File: src/rtl/em_pkg.sv
// em_pkg: shared constants and LFSR step for the stochastic edge memory
package em_pkg;
    localparam int EM_DEPTH = 32;
    localparam int EM_AW = 5;
    localparam logic [15:0] LFSR_TAPS = 16'hB400;
    localparam logic [15:0] DEF_SEED0 = 16'hACE1;
    localparam logic [15:0] DEF_SEED1 = 16'h1D2B;
    localparam logic [15:0] DEF_SEED2 = 16'h7F35;
    function automatic logic [15:0] lfsr_next(input logic [15:0] s);
        return {s[14:0], ^(s & LFSR_TAPS)};
    endfunction
endpackage

File: src/rtl/edge_memory3_if.sv
// edge_memory3_if: decoder-side bus of the triple-lane edge memory
interface edge_memory3_if;
    logic       EN;
    logic [2:0] BitIN;
    logic [2:0] HOLD;
    logic [2:0] BitOUT;
    logic       FILLED;
    modport master (output EN, BitIN, HOLD, input BitOUT, FILLED);
    modport slave (input EN, BitIN, HOLD, output BitOUT, FILLED);
endinterface

File: src/rtl/em_lane.sv
// em_lane: one edge-memory lane with circular bit store and LFSR replay address
module em_lane
    import em_pkg::*;
#(
    parameter int          DEPTH = EM_DEPTH,
    parameter int          AW    = EM_AW,
    parameter logic [15:0] SEED  = DEF_SEED0
) (
    input  logic CLK,
    input  logic INIT_N,
    input  logic EN,
    input  logic bit_in,
    input  logic hold,
    output logic bit_out,
    output logic full
);
    // bit k resets to k[0]: alternating pattern, probability 0.5
    localparam logic [DEPTH-1:0] ALT = {(DEPTH/2){2'b10}};
    localparam logic [AW:0] CNT_MAX = (AW+1)'(DEPTH);
    localparam logic [AW:0] CNT_LAST = (AW+1)'(DEPTH - 1);
    logic [DEPTH-1:0] mem;
    logic [AW-1:0]    wptr;
    logic [AW:0]      wcnt;
    logic [15:0]      lfsr;
    logic [AW-1:0]    raddr;
    logic             rd_bit;
    assign raddr  = lfsr[AW-1:0];
    assign rd_bit = mem[raddr];
    always_ff @(posedge CLK or negedge INIT_N) begin
        if (!INIT_N) begin
            mem     <= ALT;
            wptr    <= '0;
            wcnt    <= '0;
            full    <= 1'b0;
            bit_out <= 1'b0;
            lfsr    <= SEED;
        end else if (EN) begin
            lfsr    <= lfsr_next(lfsr);
            bit_out <= hold ? rd_bit : bit_in;
            if (!hold) begin
                mem[wptr] <= bit_in;
                wptr      <= wptr + 1'b1;
                wcnt      <= (wcnt == CNT_MAX) ? wcnt : wcnt + 1'b1;
                full      <= full | (wcnt == CNT_LAST);
            end
        end
    end
endmodule

File: src/rtl/edge_memory3.sv
// edge_memory3: three independent edge-memory lanes feeding the hard-decision counter
module edge_memory3
    import em_pkg::*;
#(
    parameter int          DEPTH = EM_DEPTH,
    parameter int          AW    = EM_AW,
    parameter logic [15:0] SEED0 = DEF_SEED0,
    parameter logic [15:0] SEED1 = DEF_SEED1,
    parameter logic [15:0] SEED2 = DEF_SEED2
) (
    input logic           CLK,
    input logic           INIT_N,
    edge_memory3_if.slave bus
);
    localparam logic [2:0][15:0] SEEDS = {SEED2, SEED1, SEED0};
    logic [2:0] bit_out;
    logic [2:0] full;
    for (genvar g = 0; g < 3; g++) begin : g_lane
        em_lane #(.DEPTH(DEPTH), .AW(AW), .SEED(SEEDS[g])) u_lane (
            .CLK     (CLK),
            .INIT_N  (INIT_N),
            .EN      (bus.EN),
            .bit_in  (bus.BitIN[g]),
            .hold    (bus.HOLD[g]),
            .bit_out (bit_out[g]),
            .full    (full[g])
        );
    end
    assign bus.BitOUT = bit_out;
    assign bus.FILLED = &full;
    a_hold_known: assert property (@(posedge CLK) disable iff (!INIT_N) bus.EN |-> !$isunknown(bus.HOLD));
endmodule
File: src/flat_wrapper.sv
// flat-port wrapper written by rule: the top's interface ports become plain ports
module edge_memory3_flat import em_pkg::*;
#(
    parameter int          DEPTH = EM_DEPTH,
    parameter int          AW    = EM_AW,
    parameter logic [15:0] SEED0 = DEF_SEED0,
    parameter logic [15:0] SEED1 = DEF_SEED1,
    parameter logic [15:0] SEED2 = DEF_SEED2
)
  (CLK, INIT_N, bus_EN, bus_BitIN, bus_HOLD, bus_BitOUT, bus_FILLED);
  edge_memory3_if bus_i ();
  input logic CLK;
  input logic INIT_N;
  input wire logic [$bits(bus_i.EN)-1:0] bus_EN;
  input wire logic [$bits(bus_i.BitIN)-1:0] bus_BitIN;
  input wire logic [$bits(bus_i.HOLD)-1:0] bus_HOLD;
  output wire logic [$bits(bus_i.BitOUT)-1:0] bus_BitOUT;
  output wire logic [$bits(bus_i.FILLED)-1:0] bus_FILLED;
  assign bus_i.EN = bus_EN;
  assign bus_i.BitIN = bus_BitIN;
  assign bus_i.HOLD = bus_HOLD;
  assign bus_BitOUT = bus_i.BitOUT;
  assign bus_FILLED = bus_i.FILLED;
  edge_memory3 #(.DEPTH(DEPTH), .AW(AW), .SEED0(SEED0), .SEED1(SEED1), .SEED2(SEED2)) u_core (.CLK(CLK), .INIT_N(INIT_N), .bus(bus_i));
endmodule
File: config.mk
export PLATFORM = sky130hd
export DESIGN_NAME = edge_memory3_flat
export DESIGN_NICKNAME = d
export VERILOG_FILES = /design/src/rtl/em_pkg.sv /design/src/rtl/edge_memory3_if.sv /design/src/rtl/em_lane.sv /design/src/rtl/edge_memory3.sv /design/src/flat_wrapper.sv
export SDC_FILE = /design/constraint.sdc
export NUM_CORES = 1
export LEC_CHECK = 0
export BUFFER_PORTS_ARGS = -buffer_cell sky130_fd_sc_hd__clkbuf_2
export CORE_ASPECT_RATIO = 1.1
export CORE_MARGIN = 2
export CORE_UTILIZATION = 33
export DETAILED_ROUTE_END_ITERATION = 8
export GPL_ROUTABILITY_DRIVEN = 0
export PLACE_DENSITY = 0.5
export REMOVE_ABC_BUFFERS = 1
export SLEW_MARGIN = 10
export SYNTH_ARGS = -nofsm -noshare
export SYNTH_HDL_FRONTEND = slang
export SYNTH_SLANG_ARGS = --single-unit
File: constraint.sdc
create_clock -name CLK -period 2.2 [get_ports CLK]
set_input_delay 0.22 -clock CLK [delete_from_list [all_inputs] [get_ports CLK]]
set_output_delay 0.22 -clock CLK [all_outputs]
set_load 0.1 [all_outputs]
After elaboration in Yosys (flattened, before gate mapping)
Cells that the tools add are included.
Widths: inputs -> output; s select.
{"block": "classes", "n_addsub": 6, "mul": 0, "n_div": 0, "n_lt_le_gt_ge": 9, "n_eq_ne": 6, "n_shift": 0, "mux": 18, "n_bitwise": 9, "n_reduce_logical": 13}
{"operator": "$bwmux 32", "count": 3}
{"operator": "$reduce_xor 16->1", "count": 3}
{"operator": "$lt 5x6->1 const B", "count": 6}
{"operator": "$add 6x1->6 const B", "count": 3}
{"operator": "$eq 6x5->1 const B", "count": 3}
{"operator": "$eq 6x6->1 const B", "count": 3}
{"operator": "$add 5x1->5 const B", "count": 3}
{"operator": "$bmux 1 s5", "count": 3}
{"operator": "$demux 1 s5", "count": 3}
{"operator": "$ge 5x1->1 const B", "count": 3}
{"operator": "$reduce_and 3->1", "count": 4}
{"operator": "$mux 1", "count": 9}
{"operator": "$not 1->1", "count": 6}
{"operator": "$reduce_and 2->1", "count": 3}
{"operator": "$logic_and 1x1->1", "count": 3}
{"operator": "$or 1x1->1", "count": 3}
{"block": "totals", "register_bits": 183, "latch_bits": 0, "ram_bits": 0, "mem_bits_ro": 0, "inputBits": 9, "out_inout_bits": 4, "wordCells": 79, "n_memories": 0}

Longest topological paths before layout
{"block": "depth", "word_depth": 5, "ltp_mapped": 8, "ltp_nobuf": 7}

By module
Synthesis repeated with hierarchy kept, for this count alone.
{"block": "unflattened", "hier_cells": 726, "hier_area_um2": 8899.8}
{"module": "em_lane at u_core.g_lane[0].u_lane ...", "instances": 2, "cells_per_inst": 242, "area_each_um2": 2962.8, "seq_area_each_um2": 1556.5}
{"module": "em_lane at u_core.g_lane[2].u_lane", "instances": 1, "cells_per_inst": 241, "area_each_um2": 2967.8, "seq_area_each_um2": 1560.2}
{"module": "edge_memory3", "instances": 1, "cells_per_inst": 1, "area_each_um2": 6.3, "seq_area_each_um2": 0.0}

Worst setup path before layout
No wires, ideal clock.
{"block": "synth_timing", "kind": "flip-flop to flip-flop", "start": "register u_core.g_lane[1].u_lane.lfsr[1]", "end": "register u_core.g_lane[1].u_lane.bit_out", "setup_ns": 0.128, "t_arrival_ns": 1.611, "t_required_ns": 2.072, "path_slack_ns": 0.460, "path_stages_with_launch": 7, "n_path_buf": 1, "synth_period_minus_slack_ns": 1.740, "path_cell_list": "dfstp_2 -> clkbuf_1 -> mux4_2 -> nand2_1 -> nand2_1 -> a221oi_1 -> o21ai_1"}
{"block": "synth_via", "elab_chain_cells": 3}
{"item": "start: declaration", "line_no": "em_lane.sv:24", "rtl": "logic [15:0] lfsr;"}
{"item": "start signal: assignment", "line_no": "em_lane.sv:38", "rtl": "lfsr <= lfsr_next(lfsr);"}
{"item": "$bmux 1 s5", "line_no": "em_lane.sv:28", "rtl": "assign rd_bit = mem[raddr];"}
{"item": "$mux 1 (implied by the code)", "line_no": "em_lane.sv:28"}
{"item": "$mux 1", "line_no": "em_lane.sv:39", "rtl": "bit_out <= hold ? rd_bit : bit_in;"}
{"item": "end signal: assignment", "line_no": "em_lane.sv:39"}
{"item": "end: declaration", "line_no": "em_lane.sv:14", "rtl": "output logic bit_out,"}
No other way between the ends. The select of a mux whose other input is x is not followed.
A chain may end at the register's enable or synchronous reset.

Final worst setup path
{"block": "layout_timing", "start": "register u_core.g_lane[1].u_lane.lfsr[0]", "end": "register u_core.g_lane[1].u_lane.bit_out"}
Same word-level chain as after synthesis.

==> qor_table.md <==
| Quantity | Value |
|:---|:---|
| Met2 layer usage reported by global route | 20.92% |
| Endpoint of the worst hold path | u_core.g_lane[0].u_lane.bit_out$_DFFE_PN0P_ |
| Maximum number of pins on one net before global-route repair | 74 |
| Total standard cell area after synthesis | 8919 um^2 |
| Slew @ Worst Pin | 0.6144 ns |
| Residual DRC count | 0 |
| Number of CTS-inserted buffers | 17 |
| Post-route minimum period | 1.947 ns |
| Hold WC Path Type | input port to flip-flop |
| Number of unique standard cell types used by synthesis | 37 |
| Number of pins with negative max-slew slack in the final report | 0 |
| Syn Inst Count | 728 |
| Met1 Usage GRT | 17.21% |
| Layout cells sized above 1 | 38.51% |
| Flop and latch count out of synthesis | 183 |
| Max FO, Critical Path | 11 |
| Area growth from synthesis to final layout | 11.24% |
| Warnings from Yosys | 0 |
| Period Utilization, post-route | 88.52% |
| Dpl cells | 1064 |
| Number of global-route vias before repair | 5705 |
| Number of antenna violations at the first check in global routing | 0 |
| Remaining antenna violation count after routing | 0 |
| Number of fillers in the final layout | 2603 |
| Critical path's largest stage delay | 0.72 ns |
| Sinks on Clock Net | 183 |
| Status | complete, no violations |
| Detailed Place HPWL | 11670 um |
| Top flip-flop cell by instance count after synthesis | sky130_fd_sc_hd__dfrtp_1 |
| Max H-tree Level | 4 |
| Die Outline Area | 28360 um^2 |
| Startpoint types | flip-flop |
| Core outline area | 26800 um^2 |
| Number of enable flip-flop cells after synthesis | 0 |
| Max_slew headroom | 58.95% |
| Worst reg2reg setup slack | 0.25 ns |
| Slowest cell on the critical path | sky130_fd_sc_hd__dfstp_4 |
| Data required time of the critical path | 2.50 ns |
| Detailed router's first-iteration violation count | 327 |
| Sequential element share of the synthesized area | 52.40% |
| DR vias/cell | 4.889 |
| GRT Total Usage | 12.93% |
| Number of I/O pins | 13 |
| TritonCTS clock tree | done |
| FFs w/ async S/R, synth | 100.0% |
| Worst r2r src | u_core.g_lane[1].u_lane.lfsr[0]$_DFFE_PN1P_ |
| Met3 demand-to-capacity share in global routing | 2.396% |
| Max Root-Sink Buffers | 2 |
| Routed WL per cell | 15.52 um |
| Reg-to-Reg End | u_core.g_lane[1].u_lane.bit_out$_DFFE_PN0P_ |
| Crit path DAT | 2.25 ns |
| Count of endpoints failing setup in the final report | 0 |
| Wire length of the first global-routing pass | 29500 um |
| Count of cells along the worst register-to-register path | 6 |
| Final Instance Count excl. Fillers | 1097 |
| Share of Yosys cell area claimed by the top area cell type | 30.30% |
| Die height | 176.4 um |
| Number of maximum-capacitance constraint violations | 0 |
| Total power per unit cell area | 1304 nW/um^2 |
| Startpoint of the lowest-slack hold path | bus_HOLD[0] |
| Post-synthesis average cell area | 12.25 um^2 |
| Cell Chain, Critical Path | buf_4, nor2b_1, a2111oi_0, a311oi_1, a221oi_1, o21ai_1 |
| Post-detailed-routing wire length | 17030 um |
| Horizontal die dimension | 160.7 um |
| Area used by multi-input combinational logic | 3923 um^2 |
| Worst Hold Path Cells | 3 |
| Clock edge transition at the registers on the reported setup and hold paths | 0.08 ns |
| GR Overflow Total | 0 |
| Most area-consuming cells after synthesis | sky130_fd_sc_hd__dfrtp_1 (30%), sky130_fd_sc_hd__dfstp_2 (22%), sky130_fd_sc_hd__mux2_2 (17%), sky130_fd_sc_hd__mux2i_1 (3.4%), sky130_fd_sc_hd__mux4_2 (3.0%) |
| Highest clock rate | 0.5135 GHz |
| Placement row count | 63 |
| Crit Path Class | flip-flop to flip-flop |
| Biggest area consumer among synthesized cells | sky130_fd_sc_hd__dfrtp_1 |
| Clock network latency to the later pin of the worst-skew pair | 0.43 ns |
| Unrepaired setup endpoints after global routing | false |
| Most congested layer reported by global routing | met2 |
| Total power | 12940 uW |
| Hold Fails Final Rpt | 0 |
| Flip-flop and latch area | 4677 um^2 |
| Setup_tns | 0 ns |
| Worst IR drop on VDD | 0.4818 mV |
| Final layout net count | 754 |
| 1st-pass router iterations | 4 |
| Leakage Power | 0.004126 uW |
| Port Buf Inserts | 12 |
| Initial cell density of the core | 33.28% |
| Number of setup buffers added after CTS | 0 |
| Crit path capture type | flip-flop |
| Antenna diode count | 0 |
| Vias post-DR | 5363 |
| Worst Clk Skew | 0.01043 ns |
| Buffer cell driving the clock tree root | sky130_fd_sc_hd__clkbuf_16 |
## cell usage after synthesis (4+ instances only)
cell type                   instances
sky130_fd_sc_hd__a21oi_1            6
sky130_fd_sc_hd__mux2_2           138
sky130_fd_sc_hd__nor2_1            54
sky130_fd_sc_hd__buf_2             11
sky130_fd_sc_hd__buf_4              4
sky130_fd_sc_hd__nor3b_1            9
sky130_fd_sc_hd__dfrtp_1          108
sky130_fd_sc_hd__nand2_1           54
sky130_fd_sc_hd__inv_1             18
sky130_fd_sc_hd__nand4_1           12
sky130_fd_sc_hd__mux2i_1           30
sky130_fd_sc_hd__nand3b_1           9
sky130_fd_sc_hd__o21ai_0           15
sky130_fd_sc_hd__xnor2_1           30
sky130_fd_sc_hd__nor2b_1           12
sky130_fd_sc_hd__nand3_1           42
sky130_fd_sc_hd__dfstp_2           75
sky130_fd_sc_hd__mux4_2            12
sky130_fd_sc_hd__a2111oi_0          6
sky130_fd_sc_hd__clkbuf_1          25
sky130_fd_sc_hd__ha_1              18
## worst max-delay path: cells and delay by family (launching register included)
kind	cells	cell delay (ns)
AO/OA/AOI/OAI	4	0.85
flip-flops	1	0.72
buffers and inverters	1	0.20
AND/OR/NAND/NOR	1	0.05
## layer usage
layer  wire length (um)  up-vias
li1                   -     2544
met1               8224     2751
met2               8128       48
met3                380       20
met4                294        0
met5                  0        -
## power breakdown
group	total (uW)	switching, uW	internal, uW
Clock	3090	1380	1710
Combinational	3610	1710	1900
Sequential	6240	1250	4990
## per-stage QoR
stage	setup slack, ns	hold WS [ns]	utilization (%)	instance area [um^2]
after floorplan	0.1924	-0.07559	-	8661
after global placement	0.3018	0.03910	34.74	9311
after detailed placement	0.1874	0.03486	34.74	9311
after CTS	0.1945	0.03719	37.00	9917
after global routing	0.05451	0.05762	37.02	9921
final	0.2526	0.05763	37.02	9921
## worst max path at each step
stage / start / endpoint / slack [ns] / depth (start not counted)
after global routing: u_core.g_lane[2].u_lane.lfsr[0]$_DFFE_PN1P_ / u_core.g_lane[2].u_lane.bit_out$_DFFE_PN0P_ / 0.05 / 6
after detailed placement: u_core.g_lane[1].u_lane.lfsr[0]$_DFFE_PN1P_ / u_core.g_lane[1].u_lane.bit_out$_DFFE_PN0P_ / 0.19 / 6
after global placement: u_core.g_lane[1].u_lane.lfsr[0]$_DFFE_PN1P_ / u_core.g_lane[1].u_lane.bit_out$_DFFE_PN0P_ / 0.30 / 5
final: u_core.g_lane[1].u_lane.lfsr[0]$_DFFE_PN1P_ / u_core.g_lane[1].u_lane.bit_out$_DFFE_PN0P_ / 0.25 / 6
after CTS: u_core.g_lane[1].u_lane.lfsr[0]$_DFFE_PN1P_ / u_core.g_lane[1].u_lane.bit_out$_DFFE_PN0P_ / 0.19 / 6
after floorplan: bus_EN / u_core.g_lane[1].u_lane.mem[15]$_DFFE_PN1P_ / 0.19 / 4
## layout make-up
| type | instances | share of cell area, % |
|---|---|---|
| Sequential cell | 183 | 47.14 |
| Clock buffer | 18 | 4.326 |
| Inverter | 18 | 0.6810 |
| Clock inverter | 14 | 1.677 |
| Timing Repair Buffer | 26 | 2.131 |
| Multi-Input combinational cell | 481 | 39.54 |
| Tap cell | 357 | 4.502 |
## state kept, by name, summed over array words and instances (netlist names)
register,cells
u_core.g_lane.u_lane.mem,96
u_core.g_lane.u_lane.wcnt,18
u_core.g_lane.u_lane.lfsr,48
u_core.g_lane.u_lane.full,3
u_core.g_lane.u_lane.bit_out,3
u_core.g_lane.u_lane.wptr,15
## kinds of logic (layout without fill, tap and decap cells)
family / Yosys count / in the layout / share of synthesized area [%]
AO/OA/AOI/OAI: 45 / 45 / 3.339
XOR/XNOR: 33 / 33 / 3.241
adder cells (fa/ha/maj): 18 / 18 / 2.525
buffers and inverters: 64 / 76 / 3.647
flip-flops: 183 / 183 / 52.40
multiplexers: 180 / 180 / 23.82
AND/OR/NAND/NOR: 205 / 205 / 11.03
## cells in the final DEF (no fill, tap or decap), types with 6 or more instances in the layout
| master | count |
|---|---|
| sky130_fd_sc_hd__a2111oi_0 | 6 |
| sky130_fd_sc_hd__clkbuf_2 | 11 |
| sky130_fd_sc_hd__inv_1 | 18 |
| sky130_fd_sc_hd__nand3_1 | 42 |
| sky130_fd_sc_hd__nor2_1 | 54 |
| sky130_fd_sc_hd__dfstp_2 | 74 |
| sky130_fd_sc_hd__dfrtp_1 | 108 |
| sky130_fd_sc_hd__nor2b_1 | 11 |
| sky130_fd_sc_hd__mux2i_1 | 30 |
| sky130_fd_sc_hd__nand2_1 | 54 |
| sky130_fd_sc_hd__mux4_2 | 12 |
| sky130_fd_sc_hd__nor3b_1 | 9 |
| sky130_fd_sc_hd__nand3b_1 | 9 |
| sky130_fd_sc_hd__nand4_1 | 12 |
| sky130_fd_sc_hd__mux2_2 | 138 |
| sky130_fd_sc_hd__buf_4 | 10 |
| sky130_fd_sc_hd__xnor2_1 | 30 |
| sky130_fd_sc_hd__a21oi_1 | 6 |
| sky130_fd_sc_hd__clkbuf_16 | 17 |
| sky130_fd_sc_hd__o21ai_0 | 15 |
| sky130_fd_sc_hd__ha_1 | 18 |
## what timing repair did
action / 4_1_cts / 5_1_grt
gates resized for setup: 0 / 1
endpoints found under the setup margin: 0 / 1
hold buffers: 1 / 0
hold endpoints to repair: 112 / 0
Power figures use the tool's default switching activity.
